<file path="src/rtl/ssd1306_bus_arbiter.sv">
`timescale 1ns/1ps
// ssd1306_bus_arbiter
//   Shares one SPI shift register (and the oled_dc pin) between two byte
//   requesters. Ownership is held across a multi-byte transaction until the
//   owner's byte marked "last" completes. A per-state watchdog forces release
//   when a transfer stalls.
//
// Parameters
//   TIMEOUT_CYCLES  cycles allowed in ARB_SEND/ARB_BUSY/ARB_HOLD (2..65535)
//
// Configuration macro
//   SSD1306_ARB_ROUND_ROBIN_EN  defined: simultaneous requests alternate
//                               (req0 favoured after reset);
//                               undefined: req0 always wins.
//
// Ports
//   clk_in, reset_n_in            clock (rising edge), async active-low reset
//   reqN_start/data/last/dc       byte request from requester N (N = 0,1)
//   reqN_ready                    ready as seen by requester N
//   sr_start/data/last/dc         to shared shift register / oled_dc
//   sr_ready                      shift register idle (1) / shifting (0)
//   grant                         one-hot owner, 00 = none
//   busy                          arbiter not idle
//   timeout_err                   one-cycle pulse on forced release
module ssd1306_bus_arbiter #(
  parameter int unsigned TIMEOUT_CYCLES = 65535
) (
  input  logic       clk_in,
  input  logic       reset_n_in,
  input  logic       req0_start,
  input  logic [7:0] req0_data,
  input  logic       req0_last,
  input  logic       req0_dc,
  output logic       req0_ready,
  input  logic       req1_start,
  input  logic [7:0] req1_data,
  input  logic       req1_last,
  input  logic       req1_dc,
  output logic       req1_ready,
  output logic       sr_start,
  output logic [7:0] sr_data,
  output logic       sr_last,
  output logic       sr_dc,
  input  logic       sr_ready,
  output logic [1:0] grant,
  output logic       busy,
  output logic       timeout_err
);

  typedef enum logic [1:0] {ARB_IDLE, ARB_SEND, ARB_BUSY, ARB_HOLD} arb_state_t;

  localparam logic [15:0] CNT_LAST = 16'(TIMEOUT_CYCLES - 1);

  arb_state_t  state, state_nxt;
  logic [1:0]  grant_r, grant_nxt;
  logic        last_r, last_nxt;
  logic        terr_r, terr_nxt;
  logic [15:0] cnt_r;
  logic [1:0]  win;

  logic       own_start, own_last, own_dc;
  logic [7:0] own_data;
  logic       active, timeout_hit;

  assign own_start = grant_r[1] ? req1_start : req0_start;
  assign own_data  = grant_r[1] ? req1_data  : req0_data;
  assign own_last  = grant_r[1] ? req1_last  : req0_last;
  assign own_dc    = grant_r[1] ? req1_dc    : req0_dc;

`ifdef SSD1306_ARB_ROUND_ROBIN_EN
  // ptr_r = 1 favours req0 on a tie; after each grant the other side is favoured.
  logic ptr_r;

  always_comb begin
    win = 2'b00;
    if (req0_start && req1_start) win = ptr_r ? 2'b01 : 2'b10;
    else if (req0_start)          win = 2'b01;
    else if (req1_start)          win = 2'b10;
  end

  always_ff @(posedge clk_in or negedge reset_n_in) begin
    if (!reset_n_in)                                   ptr_r <= 1'b1;
    else if (state == ARB_IDLE && state_nxt == ARB_SEND) ptr_r <= win[1];
  end
`else
  always_comb begin
    win = 2'b00;
    if (req0_start)      win = 2'b01;
    else if (req1_start) win = 2'b10;
  end
`endif

  assign timeout_hit = (state != ARB_IDLE) && (cnt_r == CNT_LAST);

  always_comb begin
    state_nxt = state;
    grant_nxt = grant_r;
    last_nxt  = last_r;
    terr_nxt  = 1'b0;
    case (state)
      ARB_IDLE: begin
        if (sr_ready && (req0_start || req1_start)) begin
          grant_nxt = win;
          state_nxt = ARB_SEND;
        end
      end
      ARB_SEND: begin
        if (!sr_ready) begin
          last_nxt  = own_last;
          state_nxt = ARB_BUSY;
        end
      end
      ARB_BUSY: begin
        if (sr_ready) begin
          if (last_r) begin
            state_nxt = ARB_IDLE;
            grant_nxt = 2'b00;
          end else begin
            state_nxt = ARB_HOLD;
          end
        end
      end
      ARB_HOLD: begin
        if (own_start) state_nxt = ARB_SEND;
      end
      default: state_nxt = ARB_IDLE;
    endcase
    // Watchdog overrides whatever transition was chosen above.
    if (timeout_hit) begin
      state_nxt = ARB_IDLE;
      grant_nxt = 2'b00;
      last_nxt  = 1'b0;
      terr_nxt  = 1'b1;
    end
  end

  always_ff @(posedge clk_in or negedge reset_n_in) begin
    if (!reset_n_in) begin
      state   <= ARB_IDLE;
      grant_r <= '0;
      last_r  <= 1'b0;
      terr_r  <= 1'b0;
      cnt_r   <= '0;
    end else begin
      state   <= state_nxt;
      grant_r <= grant_nxt;
      last_r  <= last_nxt;
      terr_r  <= terr_nxt;
      if (state_nxt != state || state == ARB_IDLE) cnt_r <= '0;
      else                                         cnt_r <= cnt_r + 16'd1;
    end
  end

  assign active      = (state == ARB_SEND) || (state == ARB_BUSY);
  assign sr_start    = (state == ARB_SEND);
  assign sr_data     = active ? own_data : '0;
  assign sr_last     = active && own_last;
  assign sr_dc       = active && own_dc;
  assign grant       = grant_r;
  assign busy        = (state != ARB_IDLE);
  assign timeout_err = terr_r;

  // Non-owners see ready=1 so they park with start held; owner tracks sr_ready.
  always_comb begin
    req0_ready = 1'b1;
    req1_ready = 1'b1;
    case (state)
      ARB_IDLE: begin
        req0_ready = sr_ready;
        req1_ready = sr_ready;
      end
      ARB_SEND, ARB_BUSY: begin
        if (grant_r[0]) req0_ready = sr_ready;
        if (grant_r[1]) req1_ready = sr_ready;
      end
      default: begin
        req0_ready = 1'b1;
        req1_ready = 1'b1;
      end
    endcase
  end

endmodule

</file>
<file path="config.mk">
export PLATFORM = sky130hd
export DESIGN_NAME = ssd1306_bus_arbiter
export DESIGN_NICKNAME = d
export VERILOG_FILES = /design/src/rtl/ssd1306_bus_arbiter.sv
export SDC_FILE = /design/constraint.sdc
export NUM_CORES = 1
export LEC_CHECK = 0
export ABC_AREA = 1
export ABC_CLOCK_PERIOD_IN_PS = 1910
export CELL_PAD_IN_SITES_DETAIL_PLACEMENT = 1
export CELL_PAD_IN_SITES_GLOBAL_PLACEMENT = 1
export CORE_MARGIN = 2
export CORE_UTILIZATION = 32
export CTS_CLUSTER_DIAMETER = 100
export DETAILED_ROUTE_END_ITERATION = 7
export GPL_TIMING_DRIVEN = 0
export PLACE_DENSITY_LB_ADDON = 0.1
export SYNTH_ARGS = -nofsm -noshare
export SYNTH_HDL_FRONTEND = slang
export SYNTH_SLANG_ARGS = --single-unit
</file>
<file path="constraint.sdc">
create_clock -name clk_in -period 1.91 [get_ports clk_in]
set_clock_uncertainty 0.1 [all_clocks]
set_input_delay 0.4775 -clock clk_in [delete_from_list [all_inputs] [get_ports clk_in]]
set_output_delay 0.4775 -clock clk_in [all_outputs]
set_load 0.01 [all_outputs]
</file>
## Word level (Yosys, flattened, before mapping)

Index checks and enable logic that the tools add are counted.

| word-level totals | value |
|---|---|
| flip-flop bits (word level) | 22 |
| word-level logic and storage cells | 57 |
| output and inout port bits | 17 |

| cells by class | value |
|---|---|
| muxes and demuxes | 28 |
| add/sub/neg operators | 1 |
| reduce and logical (&&, ||, !) cells | 14 |
| equal/unequal tests | 9 |

Operator list:

| operator | number |
|---|---|
| 2-bit two-way mux | 12 |
| 16-bit by 1-bit adder with 16-bit output, second input constant | 1 |
| 16-bit == test, second input constant | 1 |
| 16-bit two-way mux | 1 |
| 8-bit two-way mux | 2 |
| 1-bit two-way mux | 9 |
| 3-bit inequality test, second input constant | 3 |
| 2-bit case mux with 4 select lines | 1 |
| 2-bit == test, second input constant | 2 |
| 1-bit logical AND | 4 |
| 1-bit case mux with 2 select lines | 2 |
| 2-bit case mux with 2 select lines | 1 |
| 4-bit AND reduction | 1 |
| 2-bit nonzero test | 2 |
| 1-bit logical OR | 3 |
| 3-bit nonzero test | 1 |
| 2-bit by 1-bit == test with 1-bit output, second input constant | 1 |
| 2-bit logical NOT | 1 |
| 2-bit by 1-bit inequality test with 1-bit output, second input constant | 1 |
| 2-bit inequality test | 1 |
| 2-bit AND reduction | 1 |
| 2-bit OR reduction | 1 |

## Logic depth before layout (Yosys ltp)

Gate-level depths: netlist of the first run.

| depth | value |
|---|---|
| depth after elaboration | 8 |
| gate-level depth with buffers | 13 |

## Least setup slack after synthesis of the first run

Ideal clock, no wire load.

| timing path | value |
|---|---|
| path kind | register to output |
| from | register state[1] |
| to | output sr_data[0] |
| stages on the path, launching flop included | 6 |
| arrival time | 1.343 ns |
| slack | -0.011 ns |
| cells stage by stage | dfrtp_1 inv_2 ha_1 clkbuf_1 o21ai_0 nor2_1 |

| between the ends | value |
|---|---|
| word-level cells in the longest chain between the ends | 3 |
| elaborated cells between the ends (all ways) | 4 |

Ends and longest elaborated chain:

| element | RTL line | RTL |
|---|---|---|
| start: declaration | 54 | `arb_state_t state, state_nxt;` |
| start signal: assignment | 145 | `state <= state_nxt;` |
| 2-bit by 1-bit == test with 1-bit output / 2-bit == test (equally long branches) | 154 | `assign active = (state == ARB_SEND) \|\| (state == ARB_BUSY);` |
| 1-bit logical OR (*) | 154 |  |
| 8-bit two-way mux (*) | 156 | `assign sr_data = active ? own_data : '0;` |
| end: declaration | 41 | `output logic [7:0] sr_data,` |

Every way passes the cells marked *; elsewhere a longest branch is shown, timed or not.

## Worst setup path after layout of the first run

| timing path | value |
|---|---|
| from | register state[0] |
| to | output sr_data[0] |

Same word-level chain as after synthesis.

==> run metrics, run 1 <==
run status=finished, violations left; worst r2r src=state[0]; slowest CP cell=dfrtp_2; clock tree buffer depth=2; Cells after DPL=329; Hold Startpoint=cnt_r[0]; post-synth top area share=33.5%; most common cell in the netlist=nand2_1; slack of the critical path=-0.101 ns; leak pwr=1.04 nW; PwrDens=1200 nW/µm²; Finished Layout Cells=344; syn avg cell area=between 7 and 8 µm²; die area=~5700 µm²; Tot GR Track Use=17.9%; Buf+Inv Stages, Crit Path=3; reg2reg setup slack=-0.05 ns; syn nets=250; vias=~1.6k; Fillers=622; DRT iter0 DRCs=24; switching power=1.21 mW; Area Overhead vs Synth=43.2%; Crit. Startpoint=state[0]; initial antenna violation count=0; RSZ-0062 raised after global routing=yes; Worst Tran Pin Value=between 0.9 and 1 ns; Comb pwr share=67.6%; Final Cell Area=2350 µm²; CP Max Fanout=5; DR DRC count=0; Synth Instances=218; Final setup viols=22; required time of the critical path=1.33 ns; ant diodes=0; H-tree depth=1; gpl congestion=0.781; fin nets=307; Max rail drop VDD=591 µV; CP Cell Sequence=inv_4 -> ha_4 -> buf_8 -> o21ai_2 -> nor2_1 -> buf_2; Max Cap Viol=0; CP delay by family, top=flip-flops; synth warn=0; Post-synth ARST share=100%; Setup crit end kind=output pin; sequential power share=between 20% and 30%; Tot Pwr=2.84 mW; CP peak stage delay=between 0.4 and 0.5 ns; Final min period=2.01 ns; sw frac=42.5%; first-pass GRT wire length=just under 8000 µm; placed cell area=2140 µm²; Post-DP HPWL=around 3400 µm; vias in the first global route=1703; GR Overflow Total=0; DRT antenna net count=0; Startpoint Class=register; DRT Pass-1 Iters=4; Int Pwr=1.63 mW; Site Rows=26; setup TNS=-1.20 ns; Max Clk Rate=497 MHz; worst r2r dst=cnt_r[7]; clock network fraction of design power=between 10 and 15%; Min-Delay Path Class=register to register; Synth cell types=26; Core ar.=between 5000 and 6000 µm²; Avg WL per Cell=about 13 µm; Max-slew headroom=~33%; worst-case hold slack=between 0.3 and 0.4 ns; Slew Limit Fails=0; Worst Path Arrival=between 1 and 1.5 ns; mapped cell area=approximately 1600 µm²; FF-to-FF path depth=11; Starting Density=32.6%; final hold vios=0; Worst-Skew Late Latency=0.27 ns; CTS tree=built; WS Path Type=register to output pin; most common flop cell mapped by yosys=dfrtp_1; Period Utilization, post-route=105%; Hold Crit Endpoint=cnt_r[0]; routed wire length=4600 µm; largest net degree at the start of global routing=23; port bufs=41; Yosys reg bits=22; hold path depth=1; failing checks=negative setup slack; share of cells above drive strength 1=28.8%; synth cell count leaders=nand2_1, nor2_1, inv_1, dfrtp_1, o21ai_0; I/O pins=42; dominant cell type by area after synthesis=dfrtp_1; Vias/cell=4.58; CTS root buf=clkbuf_8; Core Util, Final=between 40% and 50%; Die Y=about 76 µm; register area share after synthesis=33.5%; Post-synth EDFFs=0; Die Span X=75.7 µm; CTS Buf Count=3; Worst-path clk slew=0.08 ns; CTS sink count=22; Setup WS pre-CTS=-0.633 ns; Area contributors post-synth=dfrtp_1, nand2_1, nor2_4, nor2_1, inv_1
[cells in the final DEF, fill, tap and decap left out, types with 2 or more instances in the layout]
master,n
buf_4,6
inv_4,2
xnor2_1,4
clkbuf_8,4
inv_1,23
nor2_2,2
dfrtp_1,18
nor2_1,35
inv_2,3
nand4_1,3
a21oi_2,2
ha_2,2
dfrtp_2,4
buf_8,2
nor3_1,4
xor2_1,10
nand3_2,3
o21ai_0,8
o21ai_2,5
nand2_1,40
nand2_2,5
ha_1,4
clkdlybuf4s50_1,26
nand3_1,10
buf_2,13
buf_12,3
nor2_4,13
o21ai_1,5
[power by group through the flow]
stage,Sequential (mW),Clock (mW),Combinational [mW]
5_1_grt,0.616,0.339,2.10
3_5_place_dp,0.629,0,1.48
3_3_place_gp,0.630,0,1.47
2_1_floorplan,0.609,0,0.855
6_report,0.607,0.311,1.92
4_1_cts,0.606,0.320,1.86
[cell type report]
cell class	instances	area [µm²]	share of cell area [%]
plain buffers	4	53.8	2.28
multi-input cells	162	1000	42.7
clock buffers	4	45.0	1.91
flip-flops and latches	22	556	23.6
repair buffers	52	489	20.8
well taps	70	87.6	3.72
inverters	30	119	5.05
[worst max path at each step]
stage / endpoint / slack [ns] / cells past startpoint
5_1_grt: sr_data[0] / -0.19 / 6
3_3_place_gp: sr_data[4] / -0.64 / 6
2_1_floorplan: sr_data[0] / 0.08 / 5
3_5_place_dp: sr_data[4] / -0.63 / 6
6_report: sr_data[0] / -0.10 / 6
4_1_cts: sr_data[3] / -0.14 / 6
[repair_timing]
item                                    4_1_cts  5_1_grt
endpoints found under the setup margin       24       33
hold buffers                                  0        0
resized for setup                            81       16
cloned                                        2        0
pin swaps                                     7        9
buffers inserted                              6        3
[layer usage]
layer | wire, µm | GRT usage, %
met3 | 120 | 2.12
met2 | 2260 | 31.1
met4 | 80 | 6.82
met1 | 2130 | 22.7
met5 | 0 | 0
[worst register-to-register path, delay by kind of cell, from the launching register on]
family	cells	cell delay [ns]
buffers and inverters	3	0.51
DFF	1	0.44
and+or+nand+nor	7	0.58
adders and majority gates	1	0.21
[flip-flops by register name, summed over array words and instances (netlist names)]
| name | flops |
|---|---|
| timeout_err | 1 |
| last_r | 1 |
| cnt_r | 16 |
| state | 2 |
| grant | 2 |
[cell families after synthesis]
| kind of cell | share of synthesized area (%) |
|---|---|
| AOI/OAI and AO/OA | 6.85 |
| xor gates and xnor gates | 7.46 |
| and+or+nand+nor | 38.1 |
| DFF | 33.5 |
| adders and majority gates | 5.33 |
| buffers and inverters | 8.83 |
Power figures use the tool's default switching activity.
==> inputs of run 2 (changes only) <==
--- a/config.mk
+++ b/config.mk
@@ -11,10 +11,12 @@
 export CELL_PAD_IN_SITES_GLOBAL_PLACEMENT = 1
 export CORE_MARGIN = 2
 export CORE_UTILIZATION = 32
-export CTS_CLUSTER_DIAMETER = 100
+export CTS_CLUSTER_DIAMETER = 30
+export CTS_CLUSTER_SIZE = 28
 export DETAILED_ROUTE_END_ITERATION = 7
 export GPL_TIMING_DRIVEN = 0
 export PLACE_DENSITY_LB_ADDON = 0.1
+export REMOVE_ABC_BUFFERS = 1
 export SYNTH_ARGS = -nofsm -noshare
 export SYNTH_HDL_FRONTEND = slang
 export SYNTH_SLANG_ARGS = --single-unit
==> run 2 against run 1 <==
Critical path type unchanged; the flow still finishes with violations (negative setup slack); design area rose by 9.7%; worst setup slack got worse by 0.083 ns; count of clock-buffer cells in the layout did not move; critical endpoint is now sr_dc; clock power rose by 9.0%.
==> run metrics, run 2 (same netlist as run 1, synthesis figures left out) <==
failing checks=negative setup slack; initial antenna violation count=0; vias in the first global route=1558; grt met3 use=3.97%; Min-Delay Path Class=register to register; CTS Buf Count=3; most flop-heavy register=cnt_r; final hold vios=0; Finished Layout Cells=362; CP Max Fanout=6; gpl congestion=0.740; max reg flops=16; leak pwr=approximately 1.1 nW; Top Usage Layer GRT=met2; Vias/cell=4.50; fin nets=325; run status=finished, violations left; Max-slew headroom=31.3%; share of cells above drive strength 1=approximately 40%; WS Path Type=register to output pin; met2 Use GR=about 29%; DRT iter0 DRCs=32; vias=between 1.5k and 2k; Worst-path clk slew=0.08 ns; Worst Path Arrival=1.52 ns; Post-DP HPWL=3370 µm; largest net degree at the start of global routing=23; PwrDens=roughly 1200 nW/µm²; Startpoint Class=register; Site Rows=26; Tot Pwr=3.22 mW; Cells after DPL=roughly 330; port bufs=41; RSZ-0062 raised after global routing=yes; reg2reg setup slack=-0.10 ns; Die Y=75.7 µm; Avg WL per Cell=14.1 µm; Die Span X=75.7 µm; I/O pins=42; routed wire length=5090 µm; Core ar.=approximately 5000 µm²; Period Utilization, post-route=110%; slack of the critical path=-0.184 ns; DRT antenna net count=0; most common cell after layout, fill and taps aside=nand2_1; Worst Tran Pin Value=1.03 ns; ant diodes=0; DR DRC count=0; Worst-Skew Late Latency=roughly 0.26 ns; CTS sink count=22; Max Clk Rate=477 MHz; Slew Limit Fails=0; H-tree depth=1; CTS root buf=clkbuf_8; Final setup viols=28; setup TNS=-2.85 ns; required time of the critical path=1.33 ns; die area=5730 µm²; Core Util, Final=51.2%; Max Cap Viol=0; GR Overflow Total=0; Tot GR Track Use=18.0%; Final min period=approximately 2.1 ns; Setup WS pre-CTS=-0.661 ns; Setup crit end kind=output pin; Area Overhead vs Synth=57.2%; met1 global-route usage=between 20% and 30%; Max rail drop VDD=between 900 and 1000 µV; commonest non-fill, non-tap cells in the layout=nand2_1, nor2_1, clkdlybuf4s50_1; DRT Pass-1 Iters=4; CTS tree=built; first-pass GRT wire length=7730 µm; clock tree buffer depth=2; Starting Density=between 30% and 40%
-- run 2: changes by cell type in the layout (fill, tap and decap cells not counted), moves of 4 or more --
cell / delta
nor2_1: -6
buf_6: +10
nor2_2: +5
buf_4: +14
o21ai_1: -4
o21ai_2: +5
-- run 2: area by class of cell --
class	instances	area, µm²
multi-input combinational	162	1100
inverter	30	123
tap	70	87.6
timing repair buffer	74	667
sequential	22	556
fill	616	2460
clock buffer	4	55.1
-- run 2: worst paths after layout --
path                             from         to  depth (start not counted)
max in group asynchronous  reset_n_in   grant[1]                          1
min                          cnt_r[0]   cnt_r[0]                          1
min in group asynchronous  reset_n_in  cnt_r[13]                          1
min reg2reg                  cnt_r[0]   cnt_r[0]                          1
max                          state[1]      sr_dc                          7
max reg2reg                  state[1]  cnt_r[13]                         14
-- run 2: worst max-delay path, stage by stage, from the launching register on --
cell and delay [ns]:
dfrtp_2 0.40, inv_4 0.06, ha_4 0.29, buf_6 0.13, buf_4 0.11, o21ai_2 0.04
nor2_1 0.08, buf_2 0.14
-- run 2: timing repair --
action                                  4_1_cts  5_1_grt
hold buffers                                  0        0
endpoints found under the setup margin       31       33
buffers inserted                             25        9
pin swaps                                    18       14
resized for setup                           112       17
-- run 2: stage by stage --
stage,instance area [µm²],hold slack (ns)
after floorplan,1610,0.0819
after global placement,2110,0.409
after detailed placement,2110,0.415
after CTS,2460,0.439
after global routing,2580,0.435
final,2580,0.409
-- run 2: power breakdown --
part           internal, mW  switching [mW]  total (mW)
logic                  1.11            1.16        2.27
registers             0.532          0.0722       0.605
clock network         0.184           0.155       0.339
-- run 2: metal layers --
| layer | vias to the layer above | part of all wire [%] |
|---|---|---|
| li1 | 824 | - |
| met1 | 779 | 46 |
| met2 | 23 | 50 |
| met3 | 4 | 3.0 |
| met4 | 0 | 1.1 |
| met5 | - | 0 |
